### src/rtl/key_debounce.sv
// Push-button conditioner: 2-FF synchroniser, stability qualifier FSM, registered level/strobe
// outputs and a saturating count of aborted qualifications (bounce episodes).
module key_debounce #(
   parameter int unsigned STABLE_CYCLES = 1000000,
   parameter int unsigned CNT_WIDTH     = 20,
   parameter bit          ACTIVE_LOW    = 1'b1,
   parameter int unsigned BOUNCE_W      = 8
) (
   input  logic                clk,
   input  logic                rst_n,
   input  logic                key_in,
   output logic                key_out,
   output logic                pressed,
   output logic                press_pulse,
   output logic                release_pulse,
   output logic [BOUNCE_W-1:0] bounce_cnt
);

   localparam logic                 REL_LEVEL  = ACTIVE_LOW ? 1'b1 : 1'b0;
   localparam logic [CNT_WIDTH-1:0] CNT_LAST   = CNT_WIDTH'(STABLE_CYCLES - 1);
   localparam logic [BOUNCE_W-1:0]  BOUNCE_MAX = '1;

   typedef enum logic [1:0] {
      StReleased,
      StWaitPress,
      StPressed,
      StWaitRelease
   } state_t;

   state_t               state_q;
   logic [CNT_WIDTH-1:0] cnt_q;
   logic                 sync_meta_q;
   logic                 s_q;
   logic                 p_q;

   always_ff @(posedge clk) begin
      if (!rst_n) begin
         sync_meta_q   <= REL_LEVEL;
         s_q           <= REL_LEVEL;
         p_q           <= 1'b0;
         state_q       <= StReleased;
         cnt_q         <= '0;
         key_out       <= REL_LEVEL;
         pressed       <= 1'b0;
         press_pulse   <= 1'b0;
         release_pulse <= 1'b0;
         bounce_cnt    <= '0;
      end else begin
         sync_meta_q   <= key_in;
         s_q           <= sync_meta_q;
         // Registered "pressed-level" sample decouples the FSM from the synchroniser output.
         p_q           <= (s_q != REL_LEVEL);
         press_pulse   <= 1'b0;
         release_pulse <= 1'b0;

         unique case (state_q)
            StReleased: begin
               if (p_q) begin
                  state_q <= StWaitPress;
                  cnt_q   <= '0;
               end
            end
            StWaitPress: begin
               if (!p_q) begin
                  state_q <= StReleased;
                  cnt_q   <= '0;
                  if (bounce_cnt != BOUNCE_MAX) bounce_cnt <= bounce_cnt + BOUNCE_W'(1);
               end else if (cnt_q == CNT_LAST) begin
                  state_q     <= StPressed;
                  cnt_q       <= '0;
                  press_pulse <= 1'b1;
                  pressed     <= 1'b1;
                  key_out     <= ~REL_LEVEL;
               end else begin
                  cnt_q <= cnt_q + CNT_WIDTH'(1);
               end
            end
            StPressed: begin
               if (!p_q) begin
                  state_q <= StWaitRelease;
                  cnt_q   <= '0;
               end
            end
            StWaitRelease: begin
               if (p_q) begin
                  state_q <= StPressed;
                  cnt_q   <= '0;
                  if (bounce_cnt != BOUNCE_MAX) bounce_cnt <= bounce_cnt + BOUNCE_W'(1);
               end else if (cnt_q == CNT_LAST) begin
                  state_q       <= StReleased;
                  cnt_q         <= '0;
                  release_pulse <= 1'b1;
                  pressed       <= 1'b0;
                  key_out       <= REL_LEVEL;
               end else begin
                  cnt_q <= cnt_q + CNT_WIDTH'(1);
               end
            end
            default: begin
               state_q <= StReleased;
               cnt_q   <= '0;
            end
         endcase
      end
   end

endmodule

### config.mk
export PLATFORM = sky130hd
export DESIGN_NAME = key_debounce
export DESIGN_NICKNAME = d
export VERILOG_FILES = /design/src/rtl/key_debounce.sv
export SDC_FILE = /design/constraint.sdc
export NUM_CORES = 1
export LEC_CHECK = 0
export CORE_MARGIN = 10
export CORE_UTILIZATION = 45
export CTS_CLUSTER_SIZE = 40
export DETAILED_ROUTE_END_ITERATION = 12
export PLACE_DENSITY = 0.66
export SYNTH_ARGS = -nofsm -noshare
export SYNTH_HDL_FRONTEND = slang
export SYNTH_SLANG_ARGS = --single-unit
### constraint.sdc
create_clock -name clk -period 2.75 [get_ports clk]
set_clock_uncertainty 0.05 [all_clocks]
set_input_delay 0.4125 -clock clk [delete_from_list [all_inputs] [get_ports clk]]
set_output_delay 0.4125 -clock clk [all_outputs]
set_load 0.01 [all_outputs]
==> results.txt, run 1 <==
The total power density per cell area came out at 510 nW/um2. For this run, design rule violations remaining after detail routing come to 0. The layout net count came out at around 220. The die covers ~6900 um2. In this run, synthesis produced a sequential element count of 37. The number of buffers created by CTS came out at 5.

Setup repair after global routing left no endpoint under its margin. The wire length reported by the detailed router came out at between 3000 and 4000 um. Including well taps, the total number of placed cells is around 260. Compared with the post-synthesis result, the final layout area differs by 16.7%. The clock latency reported for the late side of the worst-skew pair is ~290 ps. The filler cell count came out at around 350. After global routing the overflow that remains totals 0. The min-delay analysis places its worst path in the category flop to flop.

The total negative slack for setup checks is 0 ps. The largest register by flop count is cnt_q. The maximum single-stage delay on the critical path came out at 780 ps. The leakage power summed over all cells is around 0.73 nW. The post-route antenna net violation count came out at 0. The total routing usage reported by global routing is 0.113.

Once layout is complete, the cells apart from fillers number 267. The repair_antennas step left the layout with diodes totalling 0. The global placer's final weighted congestion is 0.857. The endpoint identified for the worst register-to-register timing path is cnt_q[6]. Setup violations remaining at the end of the flow were counted as 0.

Measured along the y axis, the die boundary spans 82.8 um. The number of buffers inserted by port buffering came out at 14. In this run the worst setup path begins at cnt_q[0]. In this run the tightest slew margin relative to its limit is 0.354. The critical path buffer and inverter count is 0.

The transition at the pin with the smallest max-transition slack came out at about 970 ps. The worst setup path is of the flop to flop kind. The initial antenna violation count is 0. STA classifies the critical path startpoint as a flop. The maximum fanout along the worst path is 25. CTS built an H-tree with a depth of 2. The clock passes through at most 2 buffers.

Counting every net in the synthesized netlist gives just over 200. The number of endpoints with negative hold slack in the final report came out at 0. The number of global-route vias before repair is ~1500.

The final critical-path setup slack came out at between 500 and 600 ps. The CTS clock-pin slew for the worst setup and hold paths is about 80 ps. The vias after detailed routing is 1523. The number of sinks on the clock net is 37.

The largest registers in the layout are cnt_q x20, bounce_cnt x8. The flow ran to the end, and the final reports show no timing, DRC or antenna violations. The number of gates resized after CTS was 0. The share of the synthesized area in the top cell type came out at 0.417.

Row generation in the floorplan step produced 22 rows. Data on the critical path is required at its endpoint by around 2900 ps. The final period demand of the worst path came out at between 2000 and 2500 ps. CTS placed an instance of sky130_fd_sc_hd__clkbuf_8 at the clock tree root.

The reported max-cap violation count is 0. The total of warnings raised by yosys is 0. The register-to-register setup slack is ~550 ps. By area the synthesized netlist is led by sky130_fd_sc_hd__dfxtp_1 (42%), sky130_fd_sc_hd__and2_1 (4.6%), sky130_fd_sc_hd__nand2_1 (4.4%).

The worst setup path is captured at a flop. The mapped netlist covers approximately 1800 um2. The maximum resistive drop on vdd is around 300 uV.

The cell family contributing the most delay on the critical path is compound AO/OA/AOI/OAI gates. The number of flip-flops in the largest register came out at 20. Buffers inserted to repair hold after CTS numbered 0. The pin count of the biggest net entering global routing is 26. The first global-routing pass estimated between 6000 and 7000 um of wire.

Traced cell by cell, the critical path runs through ha_1 > nand3_1 > nor4_4 > a21oi_2 > o21ai_0 > a31oi_1. The via density per instance is around 5.7. The number of DRC markers after the initial detailed-route iteration came out at 116. The distinct cell type count of the synthesized netlist came out at 44. The overall die width is 82.8 um. The startpoint of the most critical register-to-register path is cnt_q[0]. The critical path's slowest cell is sky130_fd_sc_hd__a21oi_2. The I/O pin total is 15.

The register area share after synthesis is 0.417. The instance count of the mapped netlist came out at ~200. The data arrival time of the critical path came out at between 2000 and 2500 ps. For this configuration, the core starts out at a cell density of 0.474. Each instance of the synthesized netlist takes up on average 8.79 um2.

The CTS tree is built. The timing-limited maximum frequency is between 0.4 and 0.5 GHz. The first-pass iteration count of the detailed router came out at 4. The total count of max-transition violations in the final report is 0. The post-detailed-placement half-perimeter wirelength came out at around 2700 um. The wire length per cell after detailed routing came out at around 14 um.

The worst reg2reg path depth is 6. The post-route clock period utilization is 0.802. In this run the worst setup path terminates at cnt_q[6]. The layout cell share with drive strength beyond 1 came out at 0.0731. The worst setup slack after placement came out at around 480 ps.

The largest total area in the synthesized netlist belongs to sky130_fd_sc_hd__dfxtp_1. The depth of the critical timing path with buffers and inverters included came out at 6. In this run the standard cell core region covers between 3000 and 4000 um2. Once the clock tree was built, the setup fixing pass inserted 0 buffers.
## how the worst min path moves through the flow
stage | from | end | slack (ps) | depth (start not counted)
floorplan | s_q | p_q | 320 | 1
global placement | s_q | p_q | 320 | 1
detailed placement | s_q | p_q | 330 | 1
CTS | s_q | p_q | 340 | 1
global route | s_q | p_q | 350 | 1
finish | s_q | p_q | 330 | 1
## synthesized netlist by cell type (all sizes together)
| master | instances |
|---|---|
| ha | 2 |
| a31oi | 9 |
| a32oi | 1 |
| inv | 5 |
| nand2b | 4 |
| a21oi | 14 |
| nor4 | 2 |
| nand3b | 1 |
| nor4bb | 1 |
| nor3b | 1 |
| and2 | 13 |
| a311oi | 1 |
| and4 | 4 |
| o21ba | 1 |
| nor2 | 8 |
| xor2 | 3 |
| and3 | 8 |
| and4b | 1 |
| o21bai | 2 |
| or3 | 1 |
| nand2 | 21 |
| o21ai | 7 |
| dfxtp | 37 |
| mux2i | 5 |
| a22oi | 1 |
| xnor2 | 7 |
| nand4 | 6 |
| buf | 3 |
| nor3 | 5 |
| clkbuf | 3 |
| o211ai | 2 |
| nand3 | 11 |
| o31ai | 2 |
| a32o | 1 |
| nor2b | 4 |
| a21bo | 1 |
| a21o | 1 |
| a21boi | 1 |
| o31a | 1 |
| or4 | 1 |
## final cells by class
type | instances | area (um2) | area share
clock buffer | 5 | 68.8 | 0.0332
clock inverter | 3 | 46.3 | 0.0223
inverter | 5 | 18.8 | 0.00906
multi-input combinational | 154 | 990 | 0.478
sequential | 37 | 741 | 0.357
tap | 48 | 60.1 | 0.0290
timing repair buffer | 15 | 148 | 0.0713
## power breakdown
| part | switching, W | internal [W] | total, W |
|---|---|---|---|
| clock network | 0.000206 | 0.000271 | 0.000477 |
| logic | 0.0000197 | 0.0000149 | 0.0000345 |
| registers | 0.00000446 | 0.000540 | 0.000544 |
## worst reg2reg max path, delay by kind of cell (launching register included)
| kind | cells | cell delay, ps |
|---|---|---|
| and+or+nand+nor | 2 | 300 |
| AOI/OAI and AO/OA | 3 | 1200 |
| adders and majority gates | 1 | 250 |
| DFF | 1 | 350 |
## placed cells by master (no fill, tap or decap), types with 7 or more instances in the layout
cell and n:
sky130_fd_sc_hd__xnor2_1 7, sky130_fd_sc_hd__nor2_1 8, sky130_fd_sc_hd__a31oi_1 9, sky130_fd_sc_hd__o21ai_0 7, sky130_fd_sc_hd__clkdlybuf4s50_1 14, sky130_fd_sc_hd__dfxtp_1 37
sky130_fd_sc_hd__and3_1 8, sky130_fd_sc_hd__a21oi_1 13, sky130_fd_sc_hd__nand3_1 10, sky130_fd_sc_hd__and2_1 13, sky130_fd_sc_hd__nand2_1 21
## through the flow
stage	area (um2)	hold slack, ps	power (W)	utilization
after floorplan	1780	317	0.000578	-
after global placement	1960	325	0.000591	0.523
after detailed placement	1960	327	0.000592	0.523
after CTS	2070	339	0.00107	0.553
after global routing	2070	345	0.00110	0.553
final	2070	335	0.00106	0.553
## logic make-up (layout without fill, tap and decap cells)
logic type,Yosys count,in the layout,share of synthesized area
and+or+nand+nor,92,92,0.295
AOI/OAI and AO/OA,45,45,0.166
DFF,37,37,0.417
buffers and inverters,11,28,0.0254
xor gates and xnor gates,10,10,0.0536
muxes,5,5,0.0282
adders and majority gates,2,2,0.0141
## per-layer routing
metal | global-route usage | part of all wire | vias to the layer above | wire, um
met1 | 0.123 | 0.45 | 727 | 1680
met5 | 0 | 0 | - | 0
li1 | - | - | 766 | -
met3 | 0.0420 | 0.050 | 6 | 188
met2 | 0.193 | 0.49 | 24 | 1820
met4 | 0.0415 | 0.014 | 0 | 54
No activity file was read; power rests on OpenSTA's default activity.
==> run 2: changes to the inputs <==
- clock period: 2.75 -> 2.1 ns (I/O delays scaled with it)
==> run 2 against run 1 <==
Fmax is 11% higher; via count is 2.0% higher; power is 18% higher; clock power is 2% higher; combinational power is 38% higher; setup slack worse by 430 ps.
==> results.txt, run 2 (synthesis gave the netlist of run 1 again) <==
The number of endpoints with negative hold slack in the final report came out at 0. The register with the most flip-flops in the layout has 20 of them. The number of DRC markers after the initial detailed-route iteration is between 100 and 150. The global-route met3 utilization came out at 0.0420. In the finished design, the share of the clock period the worst path needs comes to 0.948.

In this run the most used layer during global routing was met2. Measured along the x axis, the die boundary spans between 80 and 90 um. The total count of max-transition violations in the final report came out at 0.

The core region is ~3700 um2. The path class of the tightest hold or removal check is flop to flop. In this design, the stage delay of the slowest critical-path cell is ~430 ps. The kind of capture point of the worst setup path is a flop. For this configuration, the core starts out at a cell density of 0.474.

Compared with the post-synthesis result, the final layout area differs by 16.9%. The cell class contributing the biggest share of worst-path delay is simple AND/OR/NAND/NOR gates. The count of standard-cell rows is 22. In the global route stage, met2 resource usage came out at 0.200.

The global-route met1 utilization is 0.124. The first-pass iteration count of the detailed router is 4. The die is approximately 83 um tall. The critical path buffer and inverter count is 0.

The transition at the pin with the smallest max-transition slack came out at between 500 and 600 ps. The number of global-route vias before repair came out at 1500. Routability-driven placement finished with a final weighted congestion of approximately 0.84. The number of buffers inserted by port buffering came out at 14. The number of hold buffers added after CTS is 0. The H-tree depth came out at 2. The CTS tree is built.

Across all hold checks on the routed design, the worst slack comes to between 300 and 400 ps. Clock-pin slew was measured on the worst setup and hold paths at about 80 ps. The wire length per cell after detailed routing is between 15 and 20 um. The clock passes through at most 2 buffers.

The vias after detailed routing is about 1600. For this run, the top clock speed supported by timing is around 0.50 GHz. The routed design has between 4000 and 5000 um of wire. The data required time of the critical path came out at 2230 ps. The number of sinks on the clock net came out at 37. The largest registers in the layout are cnt_q x20, bounce_cnt x8. The number of remaining DRC errors is 0. The total power of the final layout came out at approximately 0.0012 W. The post-route antenna net violation count came out at 0. The flow ran to the end, and the final reports show no timing, DRC or antenna violations. The layout cell share with drive strength beyond 1 is 0.0864. Pin placement for this block handled 15 I/O pins. The leakage power summed over all cells came out at ~0.73 nW. Setup repair after global routing left no endpoint under its margin. Across the run, the number of max-cap violations was 0. Among all stages on the critical path, the largest delay is contributed by sky130_fd_sc_hd__or3_1. The library cells used most frequently in the layout, excluding fill and tap cells, are sky130_fd_sc_hd__dfxtp_1 (37), sky130_fd_sc_hd__nand2_1 (21), sky130_fd_sc_hd__clkdlybuf4s50_1 (14).

The total routing usage reported by global routing came out at 0.116. The worst pin sits at a relative slew slack of 0.603. The type of the setup path with the least slack is flop to flop. The initial antenna violation count is 0. The total power density per cell area came out at approximately 600 nW/um2. Setup violations remaining at the end of the flow were counted as 0.

The pin count of the biggest net entering global routing came out at 26. The library cell used most frequently in the layout, excluding fill and tap cells, is sky130_fd_sc_hd__dfxtp_1. The data arrival time of the critical path came out at roughly 2100 ps.

For this run, the post-layout net count is between 200 and 250. Of all nets on the critical path, the largest fanout is 25. The critical path goes through or3_1 > nor4_4 > a21oi_4 > a32oi_1 > nand2_1.

The antenna diode count came out at 0. The launching element type of the critical path is a flop. Ranked by flip-flop count, first place goes to cnt_q. The final core area utilization came out at 0.554. The wire-length estimate of the detail-placed layout is roughly 2800 um. Buffers inserted during clock tree synthesis total 5.

The tree is rooted in a sky130_fd_sc_hd__clkbuf_8. The area of the die came out at between 6000 and 7000 um2. The first global-routing pass estimated between 6000 and 7000 um of wire. The final period demand of the worst path came out at slightly below 2000 ps. At the later pin of the worst-skew pair, clock insertion delay measures 290 ps.

The remaining global-route overflow came out at 0. IR analysis of the VDD net gives a maximum drop of 337 uV. In the routed layout, each cell is associated on average with a via count of 5.79.
[run 2: cell type report]
class	count	area (um2)
Tap cell	48	60.1
Clock inverter	3	17.5
Clock buffer	5	68.8
Timing Repair Buffer	16	155
Inverter	5	18.8
Fill cell	373	1670
Sequential cell	37	741
Multi-Input combinational cell	154	1010
[run 2: worst paths after layout]
check / startpoint / to / slack [ps] / depth (start not counted)
worst max-delay path: cnt_q[8] / cnt_q[18] / 110 / 5
worst min-delay path: s_q / p_q / 340 / 1
worst max register to register: cnt_q[8] / cnt_q[18] / 110 / 5
worst min register to register: s_q / p_q / 340 / 1
[run 2: stage by stage]
stage	setup TNS (ps)	setup slack (ps)	cell area (um2)	instances
finish	0	110	2080	268
global route	0	11.7	2080	268
CTS	0	2.36	2060	268
detailed placement	-222	-107	1960	260
global placement	-14.6	-14.6	1960	260
floorplan	0	206	1780	202
[run 2: power by group]
| part | switching (W) | leakage (nW) | internal [W] | total [W] |
|---|---|---|---|---|
| sequential | 0.00000642 | 0.299 | 0.000707 | 0.000714 |
| combinational | 0.0000269 | 0.382 | 0.0000206 | 0.0000475 |
| clock | 0.000257 | 0.0439 | 0.000229 | 0.000485 |
| total | 0.000290 | 0.725 | 0.000957 | 0.00125 |
[run 2: metal layers]
| metal | up-vias | share of wire |
|---|---|---|
| met3 | 6 | 0.055 |
| met5 | - | 0 |
| li1 | 762 | - |
| met4 | 0 | 0.011 |
| met2 | 39 | 0.51 |
| met1 | 746 | 0.42 |
[run 2: what timing repair did]
action	in CTS	in global routing
setup buffers	0	0
pin swaps	0	3
hold endpoints to repair	0	0
endpoints found under the setup margin	14	15
resized for setup	2	3
cloned	0	0
==> run 3: changes to the inputs <==
- CAP_MARGIN: default -> 20
- CTS_CLUSTER_DIAMETER: default -> 30
- clock period: 2.1 -> 1.98 ns (I/O delays scaled with it)
==> run 3 against run 2 <==
Via count is 1.7% higher; sequential cell count unchanged; clock power up 40%; non-clock buffer count rose by 10; utilization up 3.5 points; critical path type unchanged; sequential power up 5.7%; wire length increased by 4.6%; first-iteration DRC count decreased by 18%; critical endpoint is now pressed; setup slack improved by 24 ps.
==> results.txt, run 3 (synthesis gave the netlist of run 1 again) <==
The CTS clock-pin slew for the worst setup and hold paths is roughly 80 ps. For this design the total switching power over the nets is approximately 0.0003 W. The final critical-path setup slack is 134 ps. Counting the fill cells in the layout gives around 350. The floorplan step set the die height to about 83 um. Port buffering added 14 buffers. The area of the core came out at roughly 3700 um2.

The internal power is ~0.0012 W. The total routing usage reported by global routing is 0.116. The final-report setup violation count came out at 0. Counting flops per register, the top entry is cnt_q. Counting along the longest clock path gives a buffer depth of 2. In this run the most critical hold path is launched from s_q.

After global routing the overflow that remains totals 0. The combinational group share of total power is 0.037. The post-synthesis to final-layout area growth is 24.4%. The vias after detailed routing is roughly 1600. The post-route antenna net violation count is 0. The worst-case hold slack came out at approximately 340 ps. The total power density per cell area is ~670 nW/um2. The number of remaining DRC errors came out at 0. The wire length reported by the detailed router is ~4200 um. Headroom to the max-slew limit came out at 0.590. The path with the worst hold slack has its endpoint at p_q. The first detailed-routing pass took 4 iterations. The final period demand of the worst path is around 1800 ps.

The part of the total power dissipated in the clock network came out at 0.457. The share of total power dissipated in sequential elements is 0.507. The worst reg2reg path depth is 6.

The leakage power summed over all cells is 0.795 nW. The capture point of the worst reg-to-reg path is pressed. CTS built an H-tree with a depth of 2. The maximum resistive drop on vdd came out at about 600 uV. The maximum fanout along the worst path is 5.

The number of DRC markers after the initial detailed-route iteration is 110. The initial antenna violation count is 0. The number of flip-flops in the largest register is 20.

Of the cells placed in the final design, the portion with a size suffix greater than 1 is 0.134. Data on the critical path is required at its endpoint by between 2000 and 2500 ps. The first-pass GRT wire length came out at 6830 um.

The number of clock buffers added by TritonCTS is 5. The post-detailed-placement half-perimeter wirelength came out at ~2900 um. The number of global-route vias before repair came out at ~1500.

Setup repair after global routing left no endpoint under its margin. Of the total power, the share spent switching nets is 0.206. The number of sinks on the clock net came out at 37. The launching element type of the critical path is a flop. The die covers around 7000 um2. The timing-limited maximum frequency came out at approximately 0.54 GHz.

The startpoint of the most critical register-to-register path is cnt_q[11]. Dividing the detail-routed wire length by the instance count gives approximately 15 um. The reported max-cap violation count came out at 0. OpenSTA, run right after detailed placement, puts the worst setup slack at -227 ps. The pin count of the biggest net entering global routing is 26. STA classifies the critical path endpoint as a flop. The post-route clock period utilization is 0.932. The I/O pin total came out at 15. The total count of max-transition violations in the final report is 0. The count of standard-cell rows is 22. The antenna diode count is 0.

The top cell types in the final layout, fill and taps aside, are sky130_fd_sc_hd__dfxtp_1 (37), sky130_fd_sc_hd__nand2_1 (21), sky130_fd_sc_hd__clkdlybuf4s50_1 (14). The via density per instance is 5.66. The die is slightly above 80 um wide. The type of the setup path with the least slack is flop to flop. The layout net count came out at roughly 240. The CTS tree is built.

The global placer's final weighted congestion came out at 0.882. The tree is rooted in a sky130_fd_sc_hd__clkbuf_8. The data arrival time of the critical path came out at between 1500 and 2000 ps. The most common cell after layout, fill and taps aside is sky130_fd_sc_hd__dfxtp_1. The number of endpoints with negative hold slack in the final report is 0. The register-to-register setup slack came out at approximately 130 ps. The largest registers in the layout are cnt_q x20, bounce_cnt x8.

The initial cell density of the core came out at 0.474. The run finished with clean final reports. Along the worst hold path, the cell count comes to 1. The transition at the pin with the smallest max-transition slack is 615 ps. The path class of the tightest hold or removal check is flop to flop. The clock latency reported for the late side of the worst-skew pair is between 200 and 300 ps.
-- run 3: cell types whose count changed in the layout (fill, tap and decap cells not counted), sizes merged --
cell	delta
clkinv	-2
bufinv	+1
a21oi	+1
buf	+10
clkbuf	+1
-- run 3: per-layer routing --
layer,GRT usage,part of all wire,vias to the layer above
met5,0,0,-
met2,0.195,0.49,34
li1,-,-,793
met4,0.0569,0.014,0
met1,0.122,0.44,744
met3,0.0459,0.052,8
-- run 3: repair_timing --
action,4_1_cts,5_1_grt
cloned,0,1
endpoints found under the setup margin,19,23
hold buffers,0,0
gates resized for setup,2,5
pin swaps,1,1
setup buffers,1,0
-- run 3: power by group through the flow --
stage | sequential, W | clock (W) | combinational [W]
3_3_place_gp | 0.000772 | 0 | 0.0000524
6_report | 0.000755 | 0.000680 | 0.0000547
4_1_cts | 0.000755 | 0.000696 | 0.0000539
5_1_grt | 0.000756 | 0.000730 | 0.0000606
3_5_place_dp | 0.000772 | 0 | 0.0000536
2_1_floorplan | 0.000774 | 0 | 0.0000286
-- run 3: area by class of cell --
cell class / instances / area, um2 / area share
sequential: 37 / 741 / 0.335
multi-input combinational: 155 / 1030 / 0.469
tap: 48 / 60.1 / 0.0272
inverter: 5 / 18.8 / 0.00850
timing repair buffer: 26 / 234 / 0.106
clock buffer: 6 / 82.6 / 0.0374
clock inverter: 2 / 37.5 / 0.0170
-- run 3: how the worst max path moves through the flow --
stage / startpoint / endpoint / cells after the start
2_1_floorplan: bounce_cnt[0] / bounce_cnt[3] / 6
3_3_place_gp: rst_n / cnt_q[12] / 5
3_5_place_dp: cnt_q[1] / cnt_q[12] / 6
4_1_cts: cnt_q[1] / cnt_q[12] / 7
5_1_grt: cnt_q[11] / pressed / 6
6_report: cnt_q[11] / pressed / 6
-- run 3: critical path, cell delays in order (launching register included) --
cell	delay, ps
sky130_fd_sc_hd__dfxtp_1	350
sky130_fd_sc_hd__or3_1	390
sky130_fd_sc_hd__nor4_4	270
sky130_fd_sc_hd__buf_6	170
sky130_fd_sc_hd__and3_4	230
sky130_fd_sc_hd__mux2i_1	170
sky130_fd_sc_hd__a21boi_0	90
-- run 3: through the flow --
step | instance area [um2] | power, W | utilization | instances | setup TNS [ps]
2_1_floorplan | 1780 | 0.000802 | - | 202 | 0
3_3_place_gp | 2030 | 0.000825 | 0.543 | 269 | -470
3_5_place_dp | 2030 | 0.000826 | 0.543 | 269 | -2280
4_1_cts | 2170 | 0.00150 | 0.579 | 278 | 0
5_1_grt | 2210 | 0.00155 | 0.590 | 279 | 0
6_report | 2210 | 0.00149 | 0.590 | 279 | 0
